## src/rtl/stall_ctrl.sv

```systemverilog
// -----------------------------------------------------------------------------
// stall_ctrl
//
// Pipeline stall controller for the five-stage core. It decides each cycle
// which pipeline registers hold and where bubbles are inserted. It handles two
// cases:
//   * Load-use hazards that the EX/MEM/WB bypass cannot cover. These cost
//     exactly one stall cycle and insert a NOP bubble into ID/EX.
//   * The multi-cycle divider in EX. The controller issues a one-cycle start
//     pulse and then holds the front end until the divider reports ready.
//
// Ports:
//   i_clk            core clock
//   i_rst            synchronous, active-high reset
//   i_id_rs_re       ID instruction reads rs
//   i_id_rs          rs address in ID
//   i_id_rt_re       ID instruction reads rt
//   i_id_rt          rt address in ID
//   i_ex_to_id_bus   {we[37], waddr[36:32], result[31:0]}; only we/waddr used
//   i_ex_is_load     EX holds a load
//   i_ex_is_div      EX holds div/divu
//   i_div_ready      divider result valid (one-cycle pulse)
//   o_stall          hold vector {wb,mem,ex,id,if,pc} = bits 5..0
//   o_ex_bubble      load ID/EX with a NOP this cycle
//   o_div_start      one-cycle start pulse to the divider
//   o_stall_cycles   count of cycles with o_stall[0]=1 (wraps)
//
// o_stall, o_ex_bubble and o_div_start are combinational from the current
// inputs and the registered state, because the pipeline registers must see
// them in the same cycle as the hazard.
// -----------------------------------------------------------------------------
module stall_ctrl #(
    parameter int CNT_W = 32
) (
    input  logic             i_clk,
    input  logic             i_rst,
    input  logic             i_id_rs_re,
    input  logic [4:0]       i_id_rs,
    input  logic             i_id_rt_re,
    input  logic [4:0]       i_id_rt,
    input  logic [37:0]      i_ex_to_id_bus,
    input  logic             i_ex_is_load,
    input  logic             i_ex_is_div,
    input  logic             i_div_ready,
    output logic [5:0]       o_stall,
    output logic             o_ex_bubble,
    output logic             o_div_start,
    output logic [CNT_W-1:0] o_stall_cycles
);

    typedef enum logic {
        ST_RUN      = 1'b0,
        ST_DIV_WAIT = 1'b1
    } state_t;

    // Hold patterns: PC, IF/ID and ID/EX hold on a load-use hazard. The divide
    // wait additionally holds EX/MEM, so MEM receives a bubble.
    localparam logic [5:0] STALL_NONE     = 6'b000000;
    localparam logic [5:0] STALL_LOAD_USE = 6'b000111;
    localparam logic [5:0] STALL_DIV      = 6'b001111;

    state_t            r_state;
    logic [CNT_W-1:0]  r_stall_cycles;

    logic              w_ex_we;
    logic [4:0]        w_ex_waddr;
    logic              w_load_use;
    logic [5:0]        w_stall;
    logic              w_ex_bubble;
    logic              w_div_start;
    logic              w_unused_result;

    assign w_ex_we    = i_ex_to_id_bus[37];
    assign w_ex_waddr = i_ex_to_id_bus[36:32];

    // The result field is carried on the shared bus but does not affect stalls.
    assign w_unused_result = ^i_ex_to_id_bus[31:0];

    // Load-use detection: a load in EX writing a non-zero register that ID reads.
    assign w_load_use = w_ex_we & i_ex_is_load & (w_ex_waddr != 5'd0) &
                        ((i_id_rs_re & (i_id_rs == w_ex_waddr)) |
                         (i_id_rt_re & (i_id_rt == w_ex_waddr)));

    // Stall, bubble and divider-start decode for the current cycle.
    always_comb begin
        w_stall     = STALL_NONE;
        w_ex_bubble = 1'b0;
        w_div_start = 1'b0;
        if (i_rst) begin
            w_stall     = STALL_NONE;
            w_ex_bubble = 1'b0;
            w_div_start = 1'b0;
        end else begin
            case (r_state)
                ST_RUN: begin
                    // A divide takes priority over a load-use hazard; the held
                    // ID stage re-evaluates the hazard later.
                    if (i_ex_is_div) begin
                        w_stall     = STALL_DIV;
                        w_div_start = 1'b1;
                    end else if (w_load_use) begin
                        w_stall     = STALL_LOAD_USE;
                        w_ex_bubble = 1'b1;
                    end else begin
                        w_stall     = STALL_NONE;
                    end
                end
                ST_DIV_WAIT: begin
                    // ID is already held, so no load-use check here.
                    if (i_div_ready) begin
                        w_stall = STALL_NONE;
                    end else begin
                        w_stall = STALL_DIV;
                    end
                end
                default: begin
                    w_stall     = STALL_NONE;
                    w_ex_bubble = 1'b0;
                    w_div_start = 1'b0;
                end
            endcase
        end
    end

    // State register and stall-cycle performance counter.
    always_ff @(posedge i_clk) begin
        if (i_rst) begin
            r_state        <= ST_RUN;
            r_stall_cycles <= '0;
        end else begin
            case (r_state)
                ST_RUN: begin
                    if (i_ex_is_div) begin
                        r_state <= ST_DIV_WAIT;
                    end else begin
                        r_state <= ST_RUN;
                    end
                end
                ST_DIV_WAIT: begin
                    if (i_div_ready) begin
                        r_state <= ST_RUN;
                    end else begin
                        r_state <= ST_DIV_WAIT;
                    end
                end
                default: begin
                    r_state <= ST_RUN;
                end
            endcase
            if (w_stall[0]) begin
                r_stall_cycles <= r_stall_cycles + {{(CNT_W-1){1'b0}}, 1'b1};
            end
        end
    end

    assign o_stall        = w_stall;
    assign o_ex_bubble    = w_ex_bubble;
    assign o_div_start    = w_div_start;
    assign o_stall_cycles = r_stall_cycles;

endmodule

```

## config.mk

```make
export PLATFORM = sky130hd
export DESIGN_NAME = stall_ctrl
export DESIGN_NICKNAME = d
export VERILOG_FILES = /design/src/rtl/stall_ctrl.sv
export SDC_FILE = /design/constraint.sdc
export NUM_CORES = 1
export LEC_CHECK = 0
export ABC_AREA = 1
export BUFFER_PORTS_ARGS = -buffer_cell sky130_fd_sc_hd__clkbuf_2
export CELL_PAD_IN_SITES_DETAIL_PLACEMENT = 1
export CELL_PAD_IN_SITES_GLOBAL_PLACEMENT = 2
export CORE_MARGIN = 1.5
export CORE_UTILIZATION = 24
export DETAILED_ROUTE_END_ITERATION = 10
export PLACE_DENSITY = 0.83
export RECOVER_POWER = 25
export REMOVE_ABC_BUFFERS = 1
export SLEW_MARGIN = 10
export SYNTH_ARGS = -nofsm -noshare
export SYNTH_HDL_FRONTEND = slang
export SYNTH_SLANG_ARGS = --single-unit
```

## constraint.sdc

```tcl
create_clock -name i_clk -period 1.9 [get_ports i_clk]
set_input_delay 0.095 -clock i_clk [delete_from_list [all_inputs] [get_ports i_clk]]
set_output_delay 0.095 -clock i_clk [all_outputs]
set_load 0.02 [all_outputs]
```

==> results.toml <==
[cts]
cts_tree = "yes"
cts_made_buffers = 5
cts.reportedPaths.clkPinSlew_ns = 0.08
cts_resized = 0
htree_levels = 2
cts_hold_buf = 0
postCtsSetupBuffers = 0
cts_sinks = 33
insertion_delay_ns = 0.29
cts.path.max_buffers = 2
root_buffer = "clkbuf_8"

[hold_path]
hp-start = "i_ex_is_div"
whs_endpoint = "r_state"
min_path_cells = 4
hold_path.class = "input pin to register"

[sta]
post-route-min-period_ns = 1.70
finalWorstSetupSlack_ns = 0.204
report.final.setup_viol = 0
setup_tns_ns = 0
final_hold_viol_count = 0
clock.fmax_ghz = 0.590
skew_ns = 0.0101
rsz0062_at_grt = "false"
period_share_pct = 89.2
slew_violations = 0

[place]
port_buffers = 60
gp_congestion = 0.792
dp_hpwl_um = 5850
dp_cells = 590
preCtsSetupSlack_ns = 0.274

[critical_path]
reg2reg_depth = 9
reg2reg_to = "o_stall_cycles[30]"
required_ns = 1.80
worst_setup_path_end_kind = "output port"
cp_slowest_cell = "buf_4"
cp.arrival_ns = 1.60
cp_common_cell = "inv_1"
startpoint_type = "register"
slowest_delay_ns = 0.40
critical_path_class = "register to output port"
r2r-start = "o_stall_cycles[6]"
cp_cell_sequence = "a21o_1, inv_1, o21ai_2, buf_4, inv_1, clkbuf_2"
critPathMaxFanout = 33
r2r_slack_ns = 0.26

[synth]
netlist_top_cells_area = "dfxtp_1, nand2_1, nand3_1, nor2_1, a21oi_1"
syn_area_sq_um = 2430
synth.top_cell.area_share_pct = 27.2
yosysWarnings = 0
synth_seq_cells = 33
yosys.cell_types.count = 31
synth_edf_count = 0
syn_inst = 406
async_flop_share_pct = 0
yosys.area.top_type = "dfxtp_1"
synthFlopType = "dfxtp_1"
yosysSeqAreaShare_pct = 27.2
avgSynthCellArea_sq_um = 5.98

[detailed_routing]
final_antenna_net_count = 0
routed_wl_um = 7690
route.vias.total = 2761
viasPerCell = 4.62
drt_iter0_markers = 97
dr.pass1.iters = 4
routedWlPerCell_um = 12.9
drcViolationCount = 0

[cells_and_area]
stdcell_count = 597
drive_gt1_share_pct = 16.6
fin_nets = 520
layout-area-overhead-vs-synth_pct = 19.8
nFillCells = 1338
antenna_cells = 0

[power]
p_leak_nw = 1.21
pwr_density_cell_nw_per_um2 = 500
ir_drop_v = 0.000194

[global_route]
grt_use_total_pct = 14.9
grt_antenna_before_repair = 0
grt_max_degree = 37
grt_pass1_wl_um = 13300
grt_pass1_vias = 2827
grt_overflow = 0

[floorplanning]
row_count = 36
die_height_um = 104
die-area_sq_um = 10700
initial_core_util_pct = 24.8
io_pins = 95
core_area_sq_um = 9770
die_w_um = 104

[flow_run]
drv_cap = 0

[outcome]
status = "finished clean"
## kinds of logic (layout without fill, tap and decap cells)
kind of cell	count (synthesis)	in the layout	share of synthesized area [%]
DFF	33	33	27.2
buffers and inverters	53	110	9.94
AOI/OAI and AO/OA	34	34	7.57
xor gates and xnor gates	15	15	5.41
adders and majority gates	1	1	0.515
and+or+nand+nor	269	269	49.2
other	1	2	0.154
## power breakdown
group | internal (mW) | switching [mW] | leakage, nW
Combinational | 0.0581 | 0.136 | 0.894
Clock | 0.288 | 0.269 | 0.0443
Sequential | 0.698 | 0.00600 | 0.266
## placed cells by master (no fill, tap or decap)
cell and n:
nand2_1 151, nor2_1 44, clkbuf_2 43, nand3_1 38, dfxtp_1 33, inv_1 30, a21oi_1 29, clkbuf_1 18
xor2_1 13, nand3b_1 11, nor3_1 7, buf_4 7, inv_2 6, clkbuf_8 6, nand4_1 4, nor2_2 4
nand3_2 2, nand2_4 2, xnor2_1 2, nor2_4 2, a21oi_2 2, conb_1 2, a21o_1 1, o21ai_2 1
nor3b_1 1, nor4_1 1, nor3_4 1, o21ai_0 1, nor3_2 1, ha_1 1
## layout make-up
cell class                 instances  area (sq um)  share of cell area, %
timing repair buffer              67           332                   11.4
tap                              133           166                   5.72
clock buffer                       7          86.3                   2.97
sequential                        33           661                   22.7
multi-input combinational        321          1530                   52.6
inverter                          36           135                   4.64
## Yosys cell counts (all sizes together), types with 2 or more instances
cell    number
xor2        13
nor2        50
nand3       40
dfxtp       33
nand3b      11
nor3         9
inv         36
buf         12
o21ai        2
nand4        4
clkbuf       5
xnor2        2
nand2      153
a21oi       31
## through the flow
step	utilization, %	power (mW)	hold slack (ns)	area, sq um
2_1_floorplan	-	0.824	0.157	2330
3_3_place_gp	29.1	0.914	0.494	2850
3_5_place_dp	29.1	0.919	0.507	2850
4_1_cts	30.0	1.48	0.371	2930
5_1_grt	29.8	1.54	0.389	2910
6_report	29.8	1.46	0.373	2910
## how the worst max path moves through the flow
stage                         end  depth (start not counted)  slack [ns]         startpoint
6_report               o_stall[3]                          6        0.20            r_state
5_1_grt        o_stall_cycles[25]                          9       0.004  o_stall_cycles[7]
4_1_cts                o_stall[3]                          6        0.18            r_state
3_5_place_dp   o_stall_cycles[30]                          9        0.27  o_stall_cycles[9]
3_3_place_gp   o_stall_cycles[30]                          9        0.28  o_stall_cycles[6]
2_1_floorplan   o_stall_cycles[0]                          4       -0.03            r_state
## worst max-delay path: cells and delay by family (launching register included)
kind	cells	cell delay (ns)
buf+inv	4	0.70
compound gates	2	0.23
flops	1	0.39
## routing by layer
metal	track usage [%]	vias to the layer above	part of all wire, %
li1	-	1390	-
met1	18.9	1322	49
met2	26.7	44	48
met3	2.39	5	3.1
met4	2.98	0	0.62
met5	0	-	0
## registers in the layout, indices dropped and copies added, names as in the netlist
signal,flops
o_stall_cycles,32
r_state,1
Note: power is estimated with default switching activity, not from simulation.
